===== src/rtl/vga_if.sv =====
// vga_if: raster position, frame tick and DAC pin bundle from the timing generator
interface vga_if;
    logic [9:0] pixel_x;
    logic [9:0] pixel_y;
    logic       video_on;
    logic       o_frame_over;
    logic       VGA_HS;
    logic       VGA_VS;
    logic       VGA_BLANK_N;
    logic       VGA_SYNC_N;
    modport master (
        output pixel_x, pixel_y, video_on, o_frame_over,
        output VGA_HS, VGA_VS, VGA_BLANK_N, VGA_SYNC_N
    );
    modport slave (
        input pixel_x, pixel_y, video_on, o_frame_over,
        input VGA_HS, VGA_VS, VGA_BLANK_N, VGA_SYNC_N
    );
endinterface


===== src/rtl/vga_timing_generator.sv =====
// vga_timing_generator: raster counters, frame tick and delay-matched DAC sync/blank pins
module vga_timing_generator #(
    parameter int   H_VIS      = 640,
    parameter int   H_FP       = 16,
    parameter int   H_SYNC     = 96,
    parameter int   H_BP       = 48,
    parameter int   V_VIS      = 480,
    parameter int   V_FP       = 10,
    parameter int   V_SYNC     = 2,
    parameter int   V_BP       = 33,
    parameter logic HS_POL     = 1'b0,
    parameter logic VS_POL     = 1'b0,
    parameter int   SYNC_DELAY = 3
) (
    input logic   pixel_clk,
    input logic   rst,
    vga_if.master vga
);
    localparam int H_TOTAL = H_VIS + H_FP + H_SYNC + H_BP;
    localparam int V_TOTAL = V_VIS + V_FP + V_SYNC + V_BP;
    localparam logic [9:0] H_LAST = 10'(H_TOTAL - 1);
    localparam logic [9:0] V_LAST = 10'(V_TOTAL - 1);
    localparam logic [9:0] V_FO = 10'(V_VIS);
    localparam logic [10:0] HV = 11'(H_VIS);
    localparam logic [10:0] HS0 = 11'(H_VIS + H_FP);
    localparam logic [10:0] HS1 = 11'(H_VIS + H_FP + H_SYNC);
    localparam logic [10:0] VV = 11'(V_VIS);
    localparam logic [10:0] VS0 = 11'(V_VIS + V_FP);
    localparam logic [10:0] VS1 = 11'(V_VIS + V_FP + V_SYNC);

    if (H_TOTAL > 1024 || V_TOTAL > 1024) begin : g_bad_total
        $error("vga_timing_generator: H_TOTAL and V_TOTAL must be <= 1024");
    end
    if (SYNC_DELAY < 0 || SYNC_DELAY > 7) begin : g_bad_delay
        $error("vga_timing_generator: SYNC_DELAY must be 0..7");
    end

    logic [9:0]  h_cnt_q, h_cnt_d, v_cnt_q, v_cnt_d;
    logic        frame_over_q, frame_over_d;
    logic        h_wrap, video_on, hs_raw, vs_raw;
    logic [10:0] hx, vy;
    logic [2:0]  raw, pins;

    always_comb begin
        h_wrap = h_cnt_q == H_LAST;
        h_cnt_d = h_wrap ? '0 : h_cnt_q + 10'd1;
        v_cnt_d = !h_wrap ? v_cnt_q : (v_cnt_q == V_LAST ? '0 : v_cnt_q + 10'd1);
        frame_over_d = h_cnt_d == '0 && v_cnt_d == V_FO;
        hx = {1'b0, h_cnt_q};
        vy = {1'b0, v_cnt_q};
        video_on = hx < HV && vy < VV;
        hs_raw = hx >= HS0 && hx < HS1;
        vs_raw = vy >= VS0 && vy < VS1;
        raw = {hs_raw, vs_raw, video_on};
    end

    always_ff @(posedge pixel_clk) begin
        if (rst) begin
            h_cnt_q <= '0;
            v_cnt_q <= '0;
            frame_over_q <= 1'b0;
        end else begin
            h_cnt_q <= h_cnt_d;
            v_cnt_q <= v_cnt_d;
            frame_over_q <= frame_over_d;
        end
    end

    // All-zero stages mean sync deasserted and blanked, so reset flushes the line inactive
    if (SYNC_DELAY == 0) begin : g_no_delay
        assign pins = raw;
    end else begin : g_delay
        logic [SYNC_DELAY-1:0][2:0] dly_q, dly_d;
        always_comb begin
            dly_d[0] = raw;
            for (int i = 1; i < SYNC_DELAY; i++) dly_d[i] = dly_q[i-1];
        end
        always_ff @(posedge pixel_clk) begin
            if (rst) dly_q <= '0;
            else dly_q <= dly_d;
        end
        assign pins = dly_q[SYNC_DELAY-1];
    end

    assign vga.pixel_x = h_cnt_q;
    assign vga.pixel_y = v_cnt_q;
    assign vga.video_on = video_on;
    assign vga.o_frame_over = frame_over_q;
    assign vga.VGA_HS = pins[2] ? HS_POL : !HS_POL;
    assign vga.VGA_VS = pins[1] ? VS_POL : !VS_POL;
    assign vga.VGA_BLANK_N = pins[0];
    assign vga.VGA_SYNC_N = 1'b0;
endmodule

===== src/flat_wrapper.sv =====
// flat-port wrapper written by rule: the top's interface ports become plain ports
module vga_timing_generator_flat 
#(
    parameter int   H_VIS      = 640,
    parameter int   H_FP       = 16,
    parameter int   H_SYNC     = 96,
    parameter int   H_BP       = 48,
    parameter int   V_VIS      = 480,
    parameter int   V_FP       = 10,
    parameter int   V_SYNC     = 2,
    parameter int   V_BP       = 33,
    parameter logic HS_POL     = 1'b0,
    parameter logic VS_POL     = 1'b0,
    parameter int   SYNC_DELAY = 3
)
  (pixel_clk, rst, vga_pixel_x, vga_pixel_y, vga_video_on, vga_o_frame_over, vga_VGA_HS, vga_VGA_VS, vga_VGA_BLANK_N, vga_VGA_SYNC_N);
  vga_if vga_i ();
  input logic pixel_clk;
  input logic rst;
  output wire logic [$bits(vga_i.pixel_x)-1:0] vga_pixel_x;
  output wire logic [$bits(vga_i.pixel_y)-1:0] vga_pixel_y;
  output wire logic [$bits(vga_i.video_on)-1:0] vga_video_on;
  output wire logic [$bits(vga_i.o_frame_over)-1:0] vga_o_frame_over;
  output wire logic [$bits(vga_i.VGA_HS)-1:0] vga_VGA_HS;
  output wire logic [$bits(vga_i.VGA_VS)-1:0] vga_VGA_VS;
  output wire logic [$bits(vga_i.VGA_BLANK_N)-1:0] vga_VGA_BLANK_N;
  output wire logic [$bits(vga_i.VGA_SYNC_N)-1:0] vga_VGA_SYNC_N;
  assign vga_pixel_x = vga_i.pixel_x;
  assign vga_pixel_y = vga_i.pixel_y;
  assign vga_video_on = vga_i.video_on;
  assign vga_o_frame_over = vga_i.o_frame_over;
  assign vga_VGA_HS = vga_i.VGA_HS;
  assign vga_VGA_VS = vga_i.VGA_VS;
  assign vga_VGA_BLANK_N = vga_i.VGA_BLANK_N;
  assign vga_VGA_SYNC_N = vga_i.VGA_SYNC_N;
  vga_timing_generator #(.H_VIS(H_VIS), .H_FP(H_FP), .H_SYNC(H_SYNC), .H_BP(H_BP), .V_VIS(V_VIS), .V_FP(V_FP), .V_SYNC(V_SYNC), .V_BP(V_BP), .HS_POL(HS_POL), .VS_POL(VS_POL), .SYNC_DELAY(SYNC_DELAY)) u_core (.pixel_clk(pixel_clk), .rst(rst), .vga(vga_i));
endmodule

===== config.mk =====
export PLATFORM = sky130hd
export DESIGN_NAME = vga_timing_generator_flat
export DESIGN_NICKNAME = d
export VERILOG_FILES = /design/src/rtl/vga_if.sv /design/src/rtl/vga_timing_generator.sv /design/src/flat_wrapper.sv
export SDC_FILE = /design/constraint.sdc
export NUM_CORES = 1
export LEC_CHECK = 0
export ABC_AREA = 0
export CAP_MARGIN = 20
export CORE_ASPECT_RATIO = 0.7
export CORE_MARGIN = 1.5
export CORE_UTILIZATION = 45
export CTS_CLUSTER_SIZE = 25
export DETAILED_ROUTE_END_ITERATION = 8
export PLACE_DENSITY = 0.74
export SYNTH_ARGS = -nofsm -noshare
export SYNTH_HDL_FRONTEND = slang
export SYNTH_SLANG_ARGS = --single-unit

===== constraint.sdc =====
create_clock -name pixel_clk -period 5.2 [get_ports pixel_clk]
set_input_delay 0.52 -clock pixel_clk [delete_from_list [all_inputs] [get_ports pixel_clk]]
set_output_delay 0.52 -clock pixel_clk [all_outputs]
set_load 0.005 [all_outputs]

=== After elaboration in Yosys (flattened, before gate mapping) ===
Index checks and enable logic that the tools add are counted.

* Bits in registers: 30
* Logic and storage cells: 27

* Add/subtract/negate cells: 2
* $lt $le $gt $ge: 6
* Eq/ne operators: 3
* Mux-type cells: 5
* Reductions and logical operators: 5

{| class="wikitable"
|+ Operator list
! operator !! number
|-
| $mux 10 || 3
|-
| $add 10x1->10 const B || 2
|-
| $eq 10x10->1 const B || 2
|-
| $lt 10x10->1 const B || 2
|-
| $lt 10x9->1 const B || 2
|-
| $eq 10x9->1 const B || 1
|-
| $ge 10x10->1 const B || 1
|-
| $ge 10x9->1 const B || 1
|-
| $logic_not 10->1 || 1
|-
| $logic_and 1x1->1 || 4
|-
| $mux 1 || 2
|}

=== Depth between registers and ports, before layout ===
* Depth after elaboration: 5
* Depth in mapped cells: 8
* Mapped depth without buffers: 8

=== Worst setup path before layout ===
Ideal clock, no wire load.

* Path kind: reg2reg
* From: reg u_core.h_cnt_q[5], in the netlist u_core.vga.pixel_x[5]
* To: reg u_core.frame_over_q, in the netlist u_core.vga.o_frame_over
* Setup time: 0.061 ns
* Data arrival time: 2.115 ns
* Path slack: 3.024 ns
* Cell stages (with the launch flop): 9
* Path buffers: 2
* Period minus slack after synthesis: 2.176 ns
* Cell sequence: dfxtp_1 > buf_6 > or4b_4 > or3_1 > buf_6 > nor3_2 > xor2_1 > nand4_1 > and4b_1

* Cells in the longest elaborated chain, start to end: 4

{| class="wikitable"
|+ RTL lines
! item !! RTL line !! source
|-
| from (decl) || vga_timing_generator.sv:38 || <nowiki>logic [9:0] h_cnt_q, h_cnt_d, v_cnt_q, v_cnt_d;</nowiki>
|-
| from (signal assigned) || vga_timing_generator.sv:63 || <nowiki>h_cnt_q <= h_cnt_d;</nowiki>
|-
| $add 10x1->10 or $eq 10x10->1 (tied branches) || vga_timing_generator.sv:46, vga_timing_generator.sv:45 ||
|-
| $mux 10 (on tied branches) || vga_timing_generator.sv:46, vga_timing_generator.sv:47 ||
|-
| $logic_not 10->1 or $eq 10x9->1 (tied branches) || vga_timing_generator.sv:48 || <nowiki>frame_over_d = h_cnt_d == '0 && v_cnt_d == V_FO;</nowiki>
|-
| $logic_and 1x1->1 (*) || vga_timing_generator.sv:48 ||
|-
| to (signal assigned) || vga_timing_generator.sv:65 || <nowiki>frame_over_q <= frame_over_d;</nowiki>
|-
| to (decl) || vga_timing_generator.sv:39 || <nowiki>logic frame_over_q, frame_over_d;</nowiki>
|}

Mark *: on every way between the ends. The rest lies on a longest branch, timed or not.
A chain may end at the register's enable or synchronous reset.

=== Final worst setup path ===
* From: reg u_core.h_cnt_q[0], in the netlist u_core.vga.pixel_x[0]
* To: reg u_core.frame_over_q, in the netlist u_core.vga.o_frame_over

Same word-level chain as after synthesis.

==> metrics <==
adder and majority gate portion of the synthesized area=3.45%; flops & latches, synth=30; initial antenna violation count=0; Tot Pwr=~0.49 mW; pwr dens=268 mW/mm²; WS Path Type=flip-flop to flip-flop; setup bufs post-CTS=0; Post-DP Area=0.00171 mm²; CTS Buf Count=5; Synth Instances=170; setup slack, reg-to-reg=2.53 ns; xor/xnor share of the synthesized area=8.45%; final slew viol count=0; Yosys Warn Count=0; run status=complete, no violations; dpl hpwl=2320 µm; Lkg Pwr=0.608 nW; Syn Nets=176; sequential area share after synthesis=41.4%; CTS tree=done; Multi-input gate area=around 760 µm²; htree depth=2; Via Count=1332; register area=601 µm²; placer congestion estimate=0.955; worst r2r dst=u_core.vga.o_frame_over$_SDFF_PP0_; vias in the first global route=1189; critical path cell sequence=ha_1 > nand3_1 > nor3_1 > buf_4 > nand4_1 > xnor2_1 > nand4_1 > and4b_1; via/cell ratio=approximately 5.7; Cell Area, Synth=0.00145 mm²; Max Fclk=0.375 GHz; fin crit period=about 2.7 ns; clk root buf=clkbuf_8; total grt overflow=0; Post-DRT Antenna Nets=0; Iter 0 DRT Violations=100; Cell Rows=17; crit-path most repeated cell=nand4_1; max_slew headroom=40.6%; R2R depth=8; synth top area cells=dfxtp_1, xnor2_1, nand4_1; total routed wirelength=3260 µm; nature of the critical path endpoint=flip-flop; Layout Nets=200; Crit Reg-Reg Startpoint=u_core.vga.pixel_x[0]$_SDFF_PP0_; Final Skew=0.00755 ns; Die Y=between 50 and 60 µm; Slew @ Worst Pin=0.882 ns; final setup fails=0; Synth Area in Simple Gates=a little under a third; final hold vios=0; startpoint class of the critical path=flip-flop; largest net degree at the start of global routing=25; setup ws final=roughly 2.5 ns; Critical Path AT=around 2.9 ns; wire per inst=14.0 µm; CTS Hold Bufs=0; mux cell area share after synthesis=0%; max-cap viol count=0; share of post-route cells with drive strength above 1=7.18%; Worst Setup EP=u_core.vga.o_frame_over$_SDFF_PP0_; post-synthesis cell type count=36; top-level I/O count=28; Setup crit start=u_core.vga.pixel_x[0]$_SDFF_PP0_; post-synthesis compound-gate area fraction=a little under a tenth; CTS Buffer Depth=2; Synth area leader=dfxtp_1; Sink Count=30; critical path's largest stage delay=between 0.6 and 0.7 ns; DRT Pass-1 Iters=4; number of port buffers=26; post_cts resized=0; GR Util All Layers=just under 20%; # DRC=0; Data required, critical path=~5.4 ns; DIE AREA=0.00358 mm²; FILL cells=267; Mapped Avg Cell Area=around 8.5 µm²; final non-filler cell area=0.00182 mm²; Setup WS pre-CTS=2.60 ns; die width=70.9 µm; Slowest cell on crit path=nor3_1; worst-path maximum fanout=10; first-pass GRT wire length=5380 µm; Hold Path Stages=1; Setup TNS Final=0 ns; RSZ-0062 raised after global routing=false; Initial Util=46.7%; Ant. Diodes=0; crit share post-route=51.3%; largest family of logic cells by synthesized area=simple AND/OR/NAND/NOR gates; Synth top area share=41.4%; worst min path class=flip-flop to flip-flop; worst-skew pair later-pin latency=0.28 ns; clk slew on worst S/H paths=approximately 0.07 ns; Peak VDD IR=0.149 mV; CORE AREA=0.00311 mm²; Syn-to-layout area delta=25.5%
==> worst min path at each step <==
stage / end / from / slack (ns)
floorplan: u_core.g_delay.dly_d[6]$_SDFF_PP0_ / u_core.g_delay.dly_d[3]$_SDFF_PP0_ / 0.41
global placement: u_core.g_delay.dly_d[7]$_SDFF_PP0_ / u_core.g_delay.dly_d[4]$_SDFF_PP0_ / 0.42
detailed placement: u_core.pins[2]$_SDFF_PP0_ / u_core.g_delay.dly_d[8]$_SDFF_PP0_ / 0.43
CTS: u_core.pins[2]$_SDFF_PP0_ / u_core.g_delay.dly_d[8]$_SDFF_PP0_ / 0.45
global route: u_core.pins[2]$_SDFF_PP0_ / u_core.g_delay.dly_d[8]$_SDFF_PP0_ / 0.46
finish: u_core.pins[2]$_SDFF_PP0_ / u_core.g_delay.dly_d[8]$_SDFF_PP0_ / 0.44
==> state kept, by name, summed over array words and instances (netlist names) <==
signal and count:
u_core.g_delay.dly_d 6, u_core.pins 3, u_core.vga.o_frame_over 1, u_core.vga.pixel_x 10, u_core.vga.pixel_y 10
==> critical path, delay by kind of cell (launching register included) <==
family | cells | cell delay (ns)
fa+ha+maj | 1 | 0.25
flops | 1 | 0.44
buf+inv | 1 | 0.28
simple gates | 5 | 1.43
xor+xnor | 1 | 0.22
==> cells in the mapped netlist <==
cell and number:
buf_4 1, clkbuf_1 5, nor3_2 3, nand2_1 11, xnor2_1 12, a31oi_1 2
nor3_1 10, a211o_1 1, ha_1 4, buf_6 2, xor2_1 2, a22oi_1 1
a21o_1 1, a311oi_1 1, nor2_1 16, nand3b_1 1, and4b_1 1, a21oi_1 7
and3_1 1, conb_1 1, o22ai_1 1, dfxtp_1 30, nand4_1 10, nor2b_1 9
nor3b_1 1, inv_1 9, or4b_4 1, or3_1 5, buf_2 2, a21boi_0 1
or4b_2 1, nand3_1 5, o21ai_0 6, nor4_1 3, nor4b_1 2, o32a_1 1
==> placed cells by master (no fill, tap or decap) <==
cell type | synthesis | layout
dfxtp_1 | 30 | 30
clkdlybuf4s50_1 | 0 | 26
nor2_1 | 16 | 16
xnor2_1 | 12 | 12
nand2_1 | 11 | 11
nand4_1 | 10 | 10
nor3_1 | 10 | 10
inv_1 | 9 | 9
nor2b_1 | 9 | 9
a21oi_1 | 7 | 7
o21ai_0 | 6 | 6
nand3_1 | 5 | 5
or3_1 | 5 | 5
clkbuf_8 | 0 | 5
ha_1 | 4 | 4
nor4_1 | 3 | 3
nor3_2 | 3 | 3
xor2_1 | 2 | 2
nor4b_1 | 2 | 2
a31oi_1 | 2 | 2
clkinvlp_4 | 0 | 2
or4b_4 | 1 | 1
a21o_1 | 1 | 1
a22oi_1 | 1 | 1
a21boi_0 | 1 | 1
o22ai_1 | 1 | 1
and3_1 | 1 | 1
a311oi_1 | 1 | 1
a211o_1 | 1 | 1
nor3b_1 | 1 | 1
o32a_1 | 1 | 1
and4b_1 | 1 | 1
nand3b_1 | 1 | 1
or4b_2 | 1 | 1
conb_1 | 1 | 1
bufinv_16 | 0 | 1
buf_4 | 1 | 1
==> per-stage QoR <==
stage	hold slack [ns]	utilization, %	instances
6_report	0.438	58.7	233
2_1_floorplan	0.414	-	170
3_5_place_dp	0.431	55.0	225
5_1_grt	0.462	58.7	233
4_1_cts	0.448	58.7	233
3_3_place_gp	0.418	54.8	224
==> where the power goes <==
| part | internal [mW] | total, mW | leakage (nW) | switching (mW) |
|---|---|---|---|---|
| Clock | 0.142 | 0.237 | 0.0504 | 0.0942 |
| Combinational | 0.00748 | 0.0145 | 0.314 | 0.00702 |
| Sequential | 0.233 | 0.236 | 0.243 | 0.00357 |
| Total | 0.383 | 0.488 | 0.608 | 0.105 |
==> cells by family after synthesis <==
kind of cell	count (synthesis)
other	1
buffers and inverters	19
AOI/OAI and AO/OA	22
and+or+nand+nor	80
xor gates and xnor gates	14
adders and majority gates	4
DFF	30
==> metal layers <==
layer  share of wire [%]  global-route usage (%)  wire length, µm
met1                  46                    26.7             1500
met2                  42                    27.7             1380
met3                 9.2                    5.62              300
met4                 2.5                    8.81               83
met5                   0                       0                0
==> area by class of cell <==
cell class	count	area share, %
clock buffer	5	3.78
clock inverter	3	2.47
inverter	9	1.85
multi-input combinational	121	41.6
sequential	30	33.0
tap	38	2.61
timing repair buffer	27	14.7
(Power assumes the default switching activity.)
